File: src/rtl/pipelined_addsub_if.sv
// pipelined_addsub_if: operand/result handshake bundle for pipelined_addsub
interface pipelined_addsub_if #(
   parameter int WIDTH = 16
);
   logic             in_valid;
   logic             in_ready;
   logic [WIDTH-1:0] A;
   logic [WIDTH-1:0] B;
   logic             cin;
   logic             sub;
   logic             out_valid;
   logic             out_ready;
   logic [WIDTH-1:0] sum;
   logic             cout;
   logic             ovf;
   modport master (
      output in_valid, A, B, cin, sub, out_ready,
      input  in_ready, out_valid, sum, cout, ovf
   );
   modport slave (
      input  in_valid, A, B, cin, sub, out_ready,
      output in_ready, out_valid, sum, cout, ovf
   );
endinterface

File: src/rtl/pipelined_addsub.sv
// pipelined_addsub: valid/ready adder-subtractor rippling one WIDTH/STAGES slice per pipeline stage
module pipelined_addsub #(
   parameter int WIDTH  = 16,
   parameter int STAGES = 4
) (
   input logic               clk,
   input logic               rst,
   pipelined_addsub_if.slave io
);
   localparam int SLICE = WIDTH / STAGES;
   if (WIDTH % STAGES != 0) begin : g_bad_cfg
      $error("pipelined_addsub: WIDTH (%0d) must be a multiple of STAGES (%0d)", WIDTH, STAGES);
   end
   logic             en;
   logic             v_q [STAGES];
   logic             v_d [STAGES];
   logic             c_q [STAGES];
   logic             c_d [STAGES];
   logic [WIDTH-1:0] a_q [STAGES];
   logic [WIDTH-1:0] a_d [STAGES];
   logic [WIDTH-1:0] b_q [STAGES];
   logic [WIDTH-1:0] b_d [STAGES];
   logic [WIDTH-1:0] s_q [STAGES];
   logic [WIDTH-1:0] s_d [STAGES];
   logic             vi  [STAGES];
   logic             ci  [STAGES];
   logic [WIDTH-1:0] ai  [STAGES];
   logic [WIDTH-1:0] bi  [STAGES];
   logic [WIDTH-1:0] si  [STAGES];
   logic [SLICE:0]   part [STAGES];
   assign en           = !v_q[STAGES-1] || io.out_ready;
   assign io.in_ready  = en;
   assign io.out_valid = v_q[STAGES-1];
   assign io.sum       = s_q[STAGES-1];
   assign io.cout      = c_q[STAGES-1];
   assign io.ovf       = (a_q[STAGES-1][WIDTH-1] == b_q[STAGES-1][WIDTH-1]) &&
                         (s_q[STAGES-1][WIDTH-1] != a_q[STAGES-1][WIDTH-1]);
   // stage k adds slice k of the skewed operands plus the carry from stage k-1; data only loads on a valid advance
   always_comb begin
      vi[0] = io.in_valid;
      ai[0] = io.A;
      bi[0] = io.sub ? ~io.B : io.B;
      ci[0] = io.sub ? 1'b1 : io.cin;
      si[0] = '0;
      for (int k = 1; k < STAGES; k++) begin
         vi[k] = v_q[k-1];
         ai[k] = a_q[k-1];
         bi[k] = b_q[k-1];
         ci[k] = c_q[k-1];
         si[k] = s_q[k-1];
      end
      for (int k = 0; k < STAGES; k++) begin
         part[k] = {1'b0, ai[k][k*SLICE +: SLICE]} + {1'b0, bi[k][k*SLICE +: SLICE]} + {{SLICE{1'b0}}, ci[k]};
         v_d[k]  = en ? vi[k] : v_q[k];
         a_d[k]  = a_q[k];
         b_d[k]  = b_q[k];
         c_d[k]  = c_q[k];
         s_d[k]  = s_q[k];
         if (en && vi[k]) begin
            a_d[k] = ai[k];
            b_d[k] = bi[k];
            c_d[k] = part[k][SLICE];
            s_d[k] = si[k];
            s_d[k][k*SLICE +: SLICE] = part[k][SLICE-1:0];
         end
      end
   end
   // stage registers; reset discards every in-flight transaction and zeroes the result
   always_ff @(posedge clk) begin
      for (int k = 0; k < STAGES; k++) begin
         v_q[k] <= rst ? 1'b0 : v_d[k];
         c_q[k] <= rst ? 1'b0 : c_d[k];
         a_q[k] <= rst ? '0 : a_d[k];
         b_q[k] <= rst ? '0 : b_d[k];
         s_q[k] <= rst ? '0 : s_d[k];
      end
   end
endmodule

File: src/flat_wrapper.sv
// flat-port wrapper written by rule: the top's interface ports become plain ports
module pipelined_addsub_flat 
#(
   parameter int WIDTH  = 16,
   parameter int STAGES = 4
)
  (clk, rst, io_in_valid, io_A, io_B, io_cin, io_sub, io_out_ready, io_in_ready, io_out_valid, io_sum, io_cout, io_ovf);
  pipelined_addsub_if #(.WIDTH(WIDTH)) io_i ();
  input logic clk;
  input logic rst;
  input wire logic [$bits(io_i.in_valid)-1:0] io_in_valid;
  input wire logic [$bits(io_i.A)-1:0] io_A;
  input wire logic [$bits(io_i.B)-1:0] io_B;
  input wire logic [$bits(io_i.cin)-1:0] io_cin;
  input wire logic [$bits(io_i.sub)-1:0] io_sub;
  input wire logic [$bits(io_i.out_ready)-1:0] io_out_ready;
  output wire logic [$bits(io_i.in_ready)-1:0] io_in_ready;
  output wire logic [$bits(io_i.out_valid)-1:0] io_out_valid;
  output wire logic [$bits(io_i.sum)-1:0] io_sum;
  output wire logic [$bits(io_i.cout)-1:0] io_cout;
  output wire logic [$bits(io_i.ovf)-1:0] io_ovf;
  assign io_i.in_valid = io_in_valid;
  assign io_i.A = io_A;
  assign io_i.B = io_B;
  assign io_i.cin = io_cin;
  assign io_i.sub = io_sub;
  assign io_i.out_ready = io_out_ready;
  assign io_in_ready = io_i.in_ready;
  assign io_out_valid = io_i.out_valid;
  assign io_sum = io_i.sum;
  assign io_cout = io_i.cout;
  assign io_ovf = io_i.ovf;
  pipelined_addsub #(.WIDTH(WIDTH), .STAGES(STAGES)) u_core (.clk(clk), .rst(rst), .io(io_i));
endmodule
File: config.mk
export PLATFORM = sky130hd
export DESIGN_NAME = pipelined_addsub_flat
export DESIGN_NICKNAME = d
export VERILOG_FILES = /design/src/rtl/pipelined_addsub_if.sv /design/src/rtl/pipelined_addsub.sv /design/src/flat_wrapper.sv
export SDC_FILE = /design/constraint.sdc
export NUM_CORES = 1
export LEC_CHECK = 0
export CAP_MARGIN = 20
export CORE_UTILIZATION = 44
export CTS_CLUSTER_SIZE = 12
export DETAILED_ROUTE_END_ITERATION = 16
export PLACE_DENSITY_LB_ADDON = 0.2
export SLEW_MARGIN = 20
export SYNTH_ARGS = -nofsm -noshare
export SYNTH_HDL_FRONTEND = slang
export SYNTH_SLANG_ARGS = --single-unit
File: constraint.sdc
create_clock -name clk -period 4.5 [get_ports clk]
set_clock_uncertainty 0.2 [all_clocks]
set_input_delay 0.45 -clock clk [delete_from_list [all_inputs] [get_ports clk]]
set_output_delay 0.45 -clock clk [all_outputs]
set_load 0.03 [all_outputs]
* Word level (Yosys, flattened, before mapping)
Memories as Yosys holds them, arrays and structs flattened. Index checks and enable logic that the tools add are counted.
Cells by class: add/subtract/negate cells 8, eq/ne operators 2, multiplexer cells 42, bitwise logic cells 1, reduce and logical (&&, ||, !) cells 7
Operator list (count):
- 2-to-1 mux 16 bit | 25
- adder 4 x 4 -> 5 bit | 4
- adder 5 x 1 -> 5 bit | 4
- 2-to-1 mux 1 bit | 17
- inverter 16 bit | 1
- logical AND 1 bit | 5
- equality test 1 bit | 1
- zero test 1 bit | 1
- logical OR 1 bit | 1
- != test 1 bit | 1
Word-level totals: register bits 0, bits in writable memories 200, bits of input ports 38, output and inout bits 20, logic and storage cells 65, memories 5
Memory list:
- u_core.a_q | depth 4, width 16, rd ports 4, clocked after memory_dff 0, write ports 4, RTL line pipelined_addsub.sv:19 | logic [WIDTH-1:0] a_q [STAGES];
- u_core.b_q | depth 4, width 16, rd ports 4, clocked after memory_dff 0, write ports 4, RTL line pipelined_addsub.sv:21 | logic [WIDTH-1:0] b_q [STAGES];
- u_core.s_q | depth 4, width 16, rd ports 4, clocked after memory_dff 0, write ports 4, RTL line pipelined_addsub.sv:23 | logic [WIDTH-1:0] s_q [STAGES];
- u_core.c_q | depth 4, width 1, rd ports 4, clocked after memory_dff 0, write ports 4, RTL line pipelined_addsub.sv:17 | logic c_q [STAGES];
- u_core.v_q | depth 4, width 1, rd ports 4, clocked after memory_dff 0, write ports 4, RTL line pipelined_addsub.sv:15 | logic v_q [STAGES];

* Longest topological paths before layout
Gate-level depths: netlist of run 1.
depth after elaboration 6, gate-level depth with buffers 9, mapped depth without buffers 7

* Least setup slack after synthesis of run 1
No wires, ideal clock.
path type input-to-reg, from input port io_sub, to memory u_core.c_q[0], library setup time 0.134 ns, arrival 1.963 ns, data required time 4.166 ns, path slack 2.203 ns, cell stages on the path 9, buffers on the path 2, path through buf_4 -> buf_6 -> xnor2_1 -> fa_1 -> inv_1 -> fa_1 -> a21o_1 -> a21oi_1 -> a211oi_1
RTL lines:
- start, declared | RTL line flat_wrapper.sv:15 | input wire logic [$bits(io_i.sub)-1:0] io_sub;
- end, declared | RTL line pipelined_addsub.sv:17

==> impl.org, run 1 <==
** Yosys
- Synthesis produced a netlist whose cell count is 513.
- Synthesis inferred between 90 and 100 register bits.
- Yosys warnings :: 0
- The average instance in the mapped netlist occupies 8.668 um2.
- For this run, the register share of the synthesized area comes to 0.4412.
- The netlist uses 39 different library cells.
- In this run the cell area of the synthesized design comes to ~0.0044 mm2.
- Of all cell types, the one taking the most synthesized area is dfxtp_1.
- Area fraction of the dominant cell type after synthesis :: 0.4412
- Ranked by total cell area, the synthesized netlist is headed by dfxtp_1, a21oi_1, o21ai_0, nand3_1, fa_1.
- Net count after synthesis :: 571

** Timing
- Transition at the pin with the smallest max-transition slack :: approximately 1.0 ns
- Setup repair after global routing left no endpoint under its margin.
- Setup TNS :: 0 ns
- Period Utilization, post-route :: 0.6388
- The max-slew violation total from the final report is 0.
- The clock period could shrink to 2.874 ns.
- Setup violations remaining at the end of the flow were counted as 0.
- Setup slack on the critical path of the routed design comes to about 1.6 ns.
- Headroom to the max-slew limit :: 0.3150
- Derived from the worst setup path, the maximum achievable clock frequency is around 350 MHz.
- The number of hold violations in the final report was 0.

** Clocking
- In this run, post-CTS repair resized a total of 0 instances.
- Post-CTS clock slew at the launch and capture registers of the worst setup and hold paths :: 0.11 ns
- The tree is rooted in a clkbuf_8.
- TritonCTS built the clock tree.
- The clock tree synthesis step divided the H-tree into 3 levels.
- Clock sink count :: 98
- Number of hold-repair buffers added at the cts stage :: 0
- Buffers inserted during clock tree synthesis total 9.
- Post-CTS repair timing setup buffer count :: 0
- CTS max path bufs :: 2
- Clock latency on the worst-skew pair :: approximately 0.37 ns

** Worst hold path
- In this run the worst hold path is classified as reg -> reg.

** Critical path
- Critical Path Source Type :: input port
- Library cell contributing the largest single delay on the critical path :: clkdlybuf4s50_1
- The kind of cell with the highest combined delay along the critical path is buffers and inverters.
- Category of the critical setup timing path :: in -> reg
- CP Data Required Time :: roughly 4.5 ns
- The critical path contains buffers and inverters numbering 2 combined.
- By instance count, the cell type seen most on the critical path is fa_1.
- Endpoint type of the worst setup path :: register
- In this run the worst path has a maximum fanout of 17.
- Data arrives at the worst endpoint at about 2.9 ns.
- For this run, the slowest stage of the critical path takes 0.89 ns.
- The critical path goes through clkdlybuf4s50_1 > xnor2_1 > fa_1 > inv_1 > fa_1 > a21o_1 > a21oi_1 > a211oi_1.

** Layout
- Layout cell share with drive strength beyond 1 :: 0.05699
- The number of antenna diodes in the final layout is 0.
- Final Non-Filler Cells :: 677
- Highest-count cells in the layout ignoring fill and taps :: dfxtp_1, a21oi_1, o21ai_0
- Most common cell after layout, fill and taps aside :: dfxtp_1
- From synthesis to final layout, the design area changed by 16.21%.
- Number of nets in the finished design :: just under 600

** Pwr
- Power density of the placed cells :: 322.1 mW/mm2
- IR Drop Worst-Case VDD :: 0.0001511 V
- Static power due to leakage :: 0.001712 uW

** Route
- Dividing the detail-routed wire length by the instance count gives 14.48 um.
- TritonRoute pass-1 iters :: 5
- For this block, the routed nets add up to 9804 um of wire.
- Drt drc :: 0
- Average vias per placed instance :: 5.394
- For this block, the via count after detailed routing is 3652.
- Post-DRT Antenna Nets :: 0
- Violation count after the first detailed-routing iteration :: a little under 200

** Flow run
- Total of max-cap violations :: 0

** Die
- 58 I/O pins were placed.
- Placement Rows :: 36
- Height of the chip :: 102.5 um
- Initial standard-cell utilization of the core :: 0.4549
- The die covers 0.01051 mm2.
- Area of the core :: a little under 0.01 mm2
- The die is just over 100 um wide.

** Global routing
- Grt total ovfl :: 0
- The via count of the first global-routing pass came to 3442.
- Global Route Usage Sum :: 0.2013
- Entering global routing, the biggest net connects 97 pins.
- The initial antenna violation count came to 0.
- The first global-routing pass estimated 16590 um of wire.

** Placed design
- Final estimated routing congestion in global placement :: roughly 0.76
- Input and output buffers added on the ports amount to 57.
- In this run, placement finished with an instance count of 661.
- At the placement stage, the worst setup path has a slack of 1.221 ns.
- Detailed placement ended at an HPWL of between 6000 and 7000 um.

** Status
- Result of the run :: complete, no violations
-- report_power, final --
group | total [uW] | internal, uW | leakage, uW | switching, uW
logic | 187 | 87.8 | 0.000817 | 98.9
registers | 923 | 900 | 0.000798 | 22.9
clock network | 555 | 218 | 0.0000962 | 337
-- worst min-delay path: stages, from the launching register on --
cell and delay [ns]:
dfxtp_1 0.32, nand3_1 0.07, a21oi_1 0.05
-- layout make-up --
class | instances | area [um2]
clock buffer | 9 | 123.9
clock inverter | 7 | 67.56
fill | 954 | 4607
inverter | 18 | 67.56
multi-input combinational | 348 | 2162
sequential | 98 | 1962
tap | 133 | 166.4
timing repair buffer | 64 | 618.1
-- kinds of logic (layout without fill, tap and decap cells) --
kind of cell,count (synthesis),in the layout,share of synthesized area
xor gates and xnor gates,20,20,0.03939
and+or+nand+nor,108,108,0.1283
DFF,98,98,0.4412
buffers and inverters,67,98,0.07259
adders and majority gates,20,20,0.06978
AOI/OAI and AO/OA,200,200,0.2487
-- final timing paths --
path | start | to | slack, ns | depth (start not counted)
setup / recovery | io_sub | u_core.c_q[0]$_SDFFE_PP0P_ | 1.63 | 8
hold / removal | u_core.a_q[1][13]$_SDFFE_PP0P_ | u_core.a_q[2][13]$_SDFFE_PP0P_ | 0.27 | 2
setup reg to reg | u_core.v_q[1]$_SDFFE_PP0N_ | u_core.s_q[2][11]$_SDFFE_PP0P_ | 2.27 | 3
hold reg to reg | u_core.a_q[1][13]$_SDFFE_PP0P_ | u_core.a_q[2][13]$_SDFFE_PP0P_ | 0.27 | 2
-- routing by layer --
layer / vias to the layer above / share of wire / global-route usage
met4: 0 / 0.0099 / 0.06484
met1: 1679 / 0.49 / 0.2746
met5: - / 0 / 0
met2: 76 / 0.47 / 0.3241
met3: 9 / 0.034 / 0.03525
li1: 1888 / - / -
-- sequential cells by signal (all words and copies together) (netlist names) --
name and cells:
u_core.s_q 40, u_core.a_q 25, u_core.c_q 4, u_core.b_q 25, u_core.v_q 4
-- per-stage QoR --
step           utilization  hold slack (ns)  total power, uW  cell area [um2]
6_report            0.5287           0.2666             1664             5167
5_1_grt             0.5287           0.2851             1746             5167
4_1_cts             0.5287           0.2706             1676             5167
3_5_place_dp        0.5091           0.2613             1130             4976
3_3_place_gp        0.5091           0.2580             1125             4976
2_1_floorplan            -           0.2403             1063             4447
-- synthesized netlist by cell type --
cell type,count
o221ai_1,2
nand2_1,10
nand3b_1,2
nand4b_1,2
nor4b_1,2
inv_2,2
or2_0,1
buf_4,3
clkbuf_2,2
a221o_1,2
and2_1,2
buf_6,3
clkbuf_1,12
buf_1,1
a2111o_1,2
xnor2_1,16
o21ai_0,72
a21oi_1,97
nor3_1,4
a211oi_1,19
nand3_1,70
nand2b_1,2
or2_1,1
nor2b_4,1
dfxtp_1,98
ha_1,12
nor2b_1,5
a221oi_1,1
xor2_1,4
a21o_1,1
a2111oi_2,1
a311oi_1,2
fa_1,8
or2_2,2
buf_2,28
a2111oi_0,1
inv_1,16
nor2_2,1
nor2_1,3
(Power assumes the default switching activity.)
==> run 2: changes to the inputs <==
==> constraint.sdc (replaced) <==
create_clock -name clk -period 3 [get_ports clk]
set_clock_uncertainty 0.2 [all_clocks]
set_input_delay 0.3 -clock clk [delete_from_list [all_inputs] [get_ports clk]]
set_output_delay 0.3 -clock clk [all_outputs]
set_load 0.03 [all_outputs]
==> run 2 against run 1 <==
  * Setup slack worse by 0.80 ns
  * Die area is the same
  * Global-route usage fell by 0.21 points
  * Combinational power is 56% higher
  * Largest cell class unchanged
==> impl.org, run 2 (synthesized netlist as in run 1, its figures left out) <==
** Critical path
- The worst register-to-register path begins at u_core.c_q[2]$_SDFFE_PP0P_.
- The slowest stage of the critical path is the clkdlybuf4s50_1 cell.
- The internal reg-to-reg setup slack is 1.03 ns (-1.24 ns).
- CP max stage delay :: 0.50 ns (-0.39 ns)
- Most prevalent standard cell on the critical path :: fa_1
- The arrival time at the worst endpoint is 2.18 ns (-0.70 ns).
- The logic depth of the worst register-to-register path came to 6 (+3).
- Critical Path Source Type :: input port
- Endpoint type of the worst setup path :: register
- The setup path with the least slack is of type in -> reg.
- Crit path max fanout :: 5 (-12)
- The signal on the critical path passes through clkdlybuf4s50_1 > xnor2_1 > fa_1 > inv_1 > fa_1 > a21o_1 > a21oi_1 > a211oi_1.
- Worst reg2reg path endpoint :: u_core.c_q[3]$_SDFFE_PP0P_
- CP Data Required Time :: 3.00 ns (-1.51 ns)

** Layout
- Number of nets in the finished design :: 601 (+0.67%)
- The number of antenna repair diodes was 0 (unchanged).
- Largest regs :: u_core.s_q x40, u_core.a_q x25, u_core.b_q x25
- Largest register FFs :: 40 (unchanged)
- The share of the core filled with cells came to 0.5366 (+0.007936).
- Layout cell share with drive strength beyond 1 :: 0.06387 (+0.006883)
- The library cell used most frequently in the layout, excluding fill and tap cells, is dfxtp_1.
- Ranked by flip-flop count, first place goes to u_core.s_q.
- Area Overhead vs Synth :: 17.95%
- Highest-count cells in the layout ignoring fill and taps :: dfxtp_1, a21oi_1, o21ai_0

** Placed design
- Final HPWL from detailed placement :: 6551 um (-0.54%)
- The number of input and output port buffers inserted came to 57 (unchanged).
- Final estimated routing congestion in global placement :: 0.7915 (+4.6%)

** Pwr
- Power density of the placed cells :: 491.8 mW/mm2 (+53%)
- The internal power is 1898 uW (+57%).
- The combinational group share of total power came to 0.113 (about the same).
- Register share of total power :: 0.535 (-0.020)
- The net switching share of the total power was 0.2641 (-0.01157).
- Static power due to leakage :: 0.001758 uW (+2.7%)
- The maximum resistive drop on vdd is 0.0003492 V (+130%).
- The clock share of power is 0.352 (+0.019).
- Net switching power :: 681.2 uW (+48%)

** Global routing
- Pin count of the biggest net entering global routing :: 97 (unchanged)
- The via count of the first global-routing pass is 3545 (+3.0%).
- The initial antenna violation count came to 0 (unchanged).
- Global Route Usage Sum :: 0.1992 (-0.002121)
- Grt total ovfl :: 0 (unchanged)
- First-pass GRT wire length :: 16620 um (+0.17%)

** Clocking
- The number of buffers inserted by hold repair at cts is 0 (unchanged).
- Max H-tree Level :: 3 (unchanged)
- The total clock buffers created by CTS came to 9 (unchanged).
- Clock latency on the worst-skew pair :: 0.36 ns (about the same)
- The number of resized instances in the post-cts repair step is 0 (unchanged).
- Post-CTS clock slew at the launch and capture registers of the worst setup and hold paths :: 0.10 ns (about the same)
- Clock sink count :: 98 (unchanged)
- TritonCTS built the clock tree.
- Post-CTS repair timing setup buffer count :: 0 (unchanged)
- CTS max path bufs :: 2 (unchanged)
- The root buffer cell chosen for the clock tree is clkbuf_8.

** Timing
- After layout, the minimum clock period comes to between 2 and 2.5 ns.
- The normalized max-slew margin was 0.3791 (+0.06409).
- The total negative setup slack is 0 ns (unchanged).
- Setup repair after global routing missed its margin :: no
- For this run, the top clock speed supported by timing is 460.2 MHz.
- The transition time of the tightest slew-check pin came to 0.9313 ns (-0.09613 ns).
- Period Utilization, post-route :: 0.7243
- The number of hold violations in the final report came to 0 (unchanged).
- # setup viols final :: 0 (unchanged)
- Final count of pins violating max slew :: 0 (unchanged)

** Status
- The run finished with clean final reports.

** Die
- Initial standard-cell utilization of the core :: 0.4549 (unchanged)
- The vertical extent of the die is 102.5 um (unchanged).
- Io pins :: 58 (unchanged)
- Placement Rows :: 36 (unchanged)
- Die width :: 102.5 um (unchanged)
- The core area was 0.009774 mm2 (unchanged).
- The die area was 0.01051 mm2 (unchanged).

** Route
- Final wirelength :: 9621 um (-1.9%)
- The DRC violation total after the first TritonRoute iteration came to 170 (-13%).
- Wire per inst :: 14.13 um (-2.4%)
- The via count normalized by instance count came to 5.441 (+0.86%).
- The number of vias after detailed routing was 3705 (+1.5%).
- TritonRoute pass-1 iters :: 4 (-1)
- Post-DRT Antenna Nets :: 0 (unchanged)
- The remaining routing DRC violations came to 0 (unchanged).

** Worst hold path
- The count of cells along the worst hold path is 2 (unchanged).
- The worst hold path belongs to the class reg -> reg.
- The startpoint identified for the worst hold timing path is u_core.b_q[1][13]$_SDFFE_PP0P_.
- The worst hold path terminates at u_core.b_q[2][13]$_SDFFE_PP0P_.

** Flow run
- The total of max-cap violations is 0 (unchanged).
==> run 2: cell count changes in the layout (fill, tap and decap cells not counted) <==
cell / change
buf_12: +2
buf_4: +2
bufinv_16: +1
clkinvlp_4: -1
==> run 2: area by class of cell <==
type | instances | area [um2]
Inverter | 18 | 67.56
Fill cell | 989 | 4529
Sequential cell | 98 | 1962
Tap cell | 133 | 166.4
Timing Repair Buffer | 68 | 673.1
Multi-Input combinational cell | 348 | 2162
Clock inverter | 7 | 90.09
Clock buffer | 9 | 123.9
==> run 2: metrics by stage <==
stage / setup WS (ns) / area (um2) / hold WS (ns) / cells / power (uW)
after floorplan: 0.8529 / 4447 / 0.2403 / 513 / 1594
after global placement: 0.5109 / 5031 / 0.2581 / 665 / 1695
after detailed placement: 0.4261 / 5031 / 0.2663 / 665 / 1701
after CTS: 0.8141 / 5245 / 0.2771 / 681 / 2597
after global routing: 0.6807 / 5245 / 0.2882 / 681 / 2684
final: 0.8271 / 5245 / 0.2779 / 681 / 2579
==> run 2: metal layers <==
metal / routed length, um / track usage
met5: 0 / 0
met4: 72 / 0.04945
met3: 379 / 0.03661
met2: 4689 / 0.3472
met1: 4480 / 0.2544
==> run 2: worst max-delay path by stage <==
stage / end / startpoint
3_3_place_gp: u_core.c_q[0]$_SDFFE_PP0P_ / io_sub
3_5_place_dp: u_core.c_q[0]$_SDFFE_PP0P_ / io_sub
6_report: u_core.c_q[0]$_SDFFE_PP0P_ / io_sub
5_1_grt: u_core.c_q[0]$_SDFFE_PP0P_ / io_sub
4_1_cts: u_core.c_q[0]$_SDFFE_PP0P_ / io_sub
2_1_floorplan: u_core.c_q[0]$_SDFFE_PP0P_ / io_sub
==> run 2: worst max-delay path, delay by kind of cell <==
family	cells	cell delay, ns
AO/OA/AOI/OAI	3	0.42
XOR/XNOR	1	0.25
adder cells (fa/ha/maj)	2	0.64
buffers and inverters	2	0.57
==> run 2: power by group through the flow <==
| stage | Sequential (uW) | Clock, uW | Combinational (uW) |
|---|---|---|---|
| floorplan | 1400 | 0 | 191 |
| global placement | 1410 | 0 | 287 |
| detailed placement | 1410 | 0 | 292 |
| CTS | 1380 | 925 | 292 |
| global route | 1380 | 974 | 325 |
| finish | 1380 | 909 | 291 |
==> run 3: changes to the inputs <==
==> constraint.sdc (replaced) <==
create_clock -name clk -period 1.8 [get_ports clk]
set_clock_uncertainty 0.2 [all_clocks]
set_input_delay 0.18 -clock clk [delete_from_list [all_inputs] [get_ports clk]]
set_output_delay 0.18 -clock clk [all_outputs]
set_load 0.03 [all_outputs]
==> run 3 against run 2 <==
  * The flow now finishes with violations (negative setup slack)
  * Die area stayed put
  * Setup slack got worse by 0.83 ns
  * Non-clock buffer count rose by 30
  * Power up 62%
  * Clock-buffer cell count is 1 higher
  * Global-route usage rose by 1.0 points
  * Design area increased by 6.7%
  * Largest power group unchanged
==> impl.org, run 3 (synthesized netlist as in run 1, its figures left out) <==
** Clocking
- The maximum level of the CTS H-tree was 3 (unchanged).
- The number of buffers inserted by hold repair at cts was 0 (unchanged).
- The clock sink count is 98 (unchanged).
- Post-CTS clock slew at the launch and capture registers of the worst setup and hold paths :: 0.10 ns (about the same)
- The post-CTS setup-driven buffer insertion count came to 0 (unchanged).
- The buffer levels on the longest clock path came to 2 (unchanged).
- The total clock buffers created by CTS came to 9 (unchanged).
- TritonCTS clock tree :: built
- The clock latency of the later-clocked register in the worst-skew pair was 0.36 ns (about the same).
- Clock root buffer :: clkbuf_8

** Critical path
- The logic depth of the worst register-to-register path came to 6 (unchanged).
- Category of the critical setup timing path :: reg -> reg
- The maximum fanout encountered on the critical timing path was 2 (-3).
- STA classifies the critical path endpoint as a register.
- Critical Path Source Type :: register
- The arrival time at the worst endpoint was 1.89 ns (-0.29 ns).
- The worst path required time is 1.89 ns (-1.11 ns).

** Layout
- Largest register FFs :: 40 (unchanged)
- Largest regs :: u_core.s_q x40, u_core.a_q x25, u_core.b_q x25
- The register with the most flip-flops in the final layout is u_core.s_q.
- The post-layout instance area came to 0.005598 mm2 (+6.7%).
- The share of final-layout standard cells stronger than drive strength 1 was 0.1592 (+0.09530).
- Count of inserted antenna diode cells :: 0 (unchanged)
- The library cell used most frequently in the layout, excluding fill and tap cells, is a21oi_1.
- Compared with the post-synthesis result, the final layout area differs by 25.89%.
- Number of nets in the finished design :: 631 (+5.0%)
- Highest-count cells in the layout ignoring fill and taps :: a21oi_1, dfxtp_1, o21ai_0

** Timing
- Of the available clock period, the critical path in the final layout requires 1.001.
- The number of setup violations in the final report is 1 (+1).
- Setup repair after global routing could not meet its margin everywhere.
- Worst setup margin :: -0.0009208 ns (-0.8281 ns)
- Final critical delay including setup and external delays :: 1.801 ns
- Final count of pins violating max slew :: 0 (unchanged)
- Achievable clock frequency :: 555.3 MHz
- Headroom to the max-slew limit :: 0.6017 (+0.2226)
- Transition at the pin with the smallest max-transition slack :: 0.5969 ns (-0.3345 ns)
- The number of hold violations in the final report came to 0 (unchanged).

** Worst hold path
- Class of the tightest hold or removal check :: in -> reg
- Cells on Worst Hold Path :: 2 (unchanged)

** Die
- Initial standard-cell utilization of the core :: 0.4549 (unchanged)
- Die width :: 102.5 um (unchanged)
- The vertical extent of the die came to 102.5 um (unchanged).
- Io pins :: 58 (unchanged)
- Area of the core :: 0.009774 mm2 (unchanged)
- Placement Rows :: 36 (unchanged)
- Overall die area :: 0.01051 mm2 (unchanged)

** Placed design
- The half-perimeter wire length after detailed placement came to 7485 um (+14%).
- I/O Buffers :: 57 (unchanged)
- Final estimated routing congestion in global placement :: 0.8144 (+2.9%)
- Placed Area :: 0.005350 mm2 (+6.3%)

** Route
- Drt drc :: 0 (unchanged)
- The final routed wirelength across all metal layers is 10350 um (+7.5%).
- Violation count after the first detailed-routing iteration :: 143 (-16%)
- The via count normalized by instance count is 5.377 (-1.2%).
- Post-DRT Antenna Nets :: 0 (unchanged)
- The mean routed wirelength per cell was 14.55 um (+3.0%).
- Total via count after detailed routing :: 3823 (+3.2%)
- The number of optimization iterations in the first detailed-route pass was 5 (+1).

** Global routing
- First-pass GRT wire length :: 17260 um (+3.9%)
- The via count of the first global-routing pass was 3639 (+2.7%).
- The total global routing overflow was 0 (unchanged).
- The initial antenna violation count was 0 (unchanged).
- Pin count of the biggest net entering global routing :: 30 (-69%)
- The global router's overall resource usage was 0.2097 (+0.01048).

** Status
- The checks that failed: negative setup slack.
- The run finished, with violations left.

** Pwr
- Power density of the placed cells :: 748.3 mW/mm2 (+52%)
- The maximum resistive drop on vdd came to 0.0004900 V (+40%).
- The sum of internal, switching and leakage power came to 4189 uW (+62%).
- Static power due to leakage :: 0.002132 uW (+21%)

** Flow run
- The total of max-cap violations is 0 (unchanged).
[run 3: metrics by stage]
stage / std cells / setup slack, ns / TNS, ns / hold slack, ns / utilization
floorplan: 513 / -0.08648 / -0.1576 / 0.1412 / -
global placement: 695 / -0.5762 / -2.998 / 0.2632 / 0.5474
detailed placement: 695 / -0.6204 / -3.425 / 0.2665 / 0.5474
CTS: 711 / -0.002375 / -0.002375 / 0.07783 / 0.5668
global route: 711 / -0.09783 / -0.1819 / 0.1208 / 0.5727
finish: 711 / -0.0009208 / -0.0009208 / 0.09692 / 0.5727
[run 3: worst max-delay path: stages, from the launching register on]
cell	delay, ns
dfxtp_2	0.34
inv_2	0.04
fa_2	0.41
fa_2	0.37
nor2b_1	0.12
o21ai_1	0.07
a211oi_1	0.18
[run 3: repair_timing]
action,4_1_cts,5_1_grt
endpoints found under the hold margin,0,0
gates resized for setup,11,28
pin swaps,5,7
setup endpoints to repair,12,20
[run 3: area by class of cell]
| type | count | area, um2 |
|---|---|---|
| Timing Repair Buffer | 98 | 977.2 |
| Fill cell | 927 | 4177 |
| Inverter | 18 | 67.56 |
| Sequential cell | 98 | 1973 |
| Clock buffer | 10 | 137.6 |
| Clock inverter | 6 | 47.55 |
| Tap cell | 133 | 166.4 |
| Multi-Input combinational cell | 348 | 2228 |
[run 3: worst paths after layout]
path,start,endpoint,slack [ns]
worst max-delay path,u_core.a_q[2][12]$_SDFFE_PP0P_,u_core.c_q[3]$_SDFFE_PP0P_,-0.0009
worst max register to register,u_core.a_q[2][12]$_SDFFE_PP0P_,u_core.c_q[3]$_SDFFE_PP0P_,-0.0009
worst min register to register,u_core.a_q[0][15]$_SDFFE_PP0P_,u_core.a_q[1][15]$_SDFFE_PP0P_,0.27
worst min-delay path,rst,u_core.a_q[0][4]$_SDFFE_PP0P_,0.1
[run 3: routing by layer]
| layer | GRT usage | part of all wire |
|---|---|---|
| met1 | 0.2777 | 0.48 |
| met2 | 0.3569 | 0.48 |
| met3 | 0.02305 | 0.032 |
| met4 | 0.06923 | 0.010 |
| met5 | 0 | 0 |
[run 3: report_power, final]
part	internal, uW	leakage, uW	switching (uW)
combinational	266	0.00124	270
clock	556	0.0000937	795
sequential	2250	0.000802	51.6
total	3070	0.00213	1120
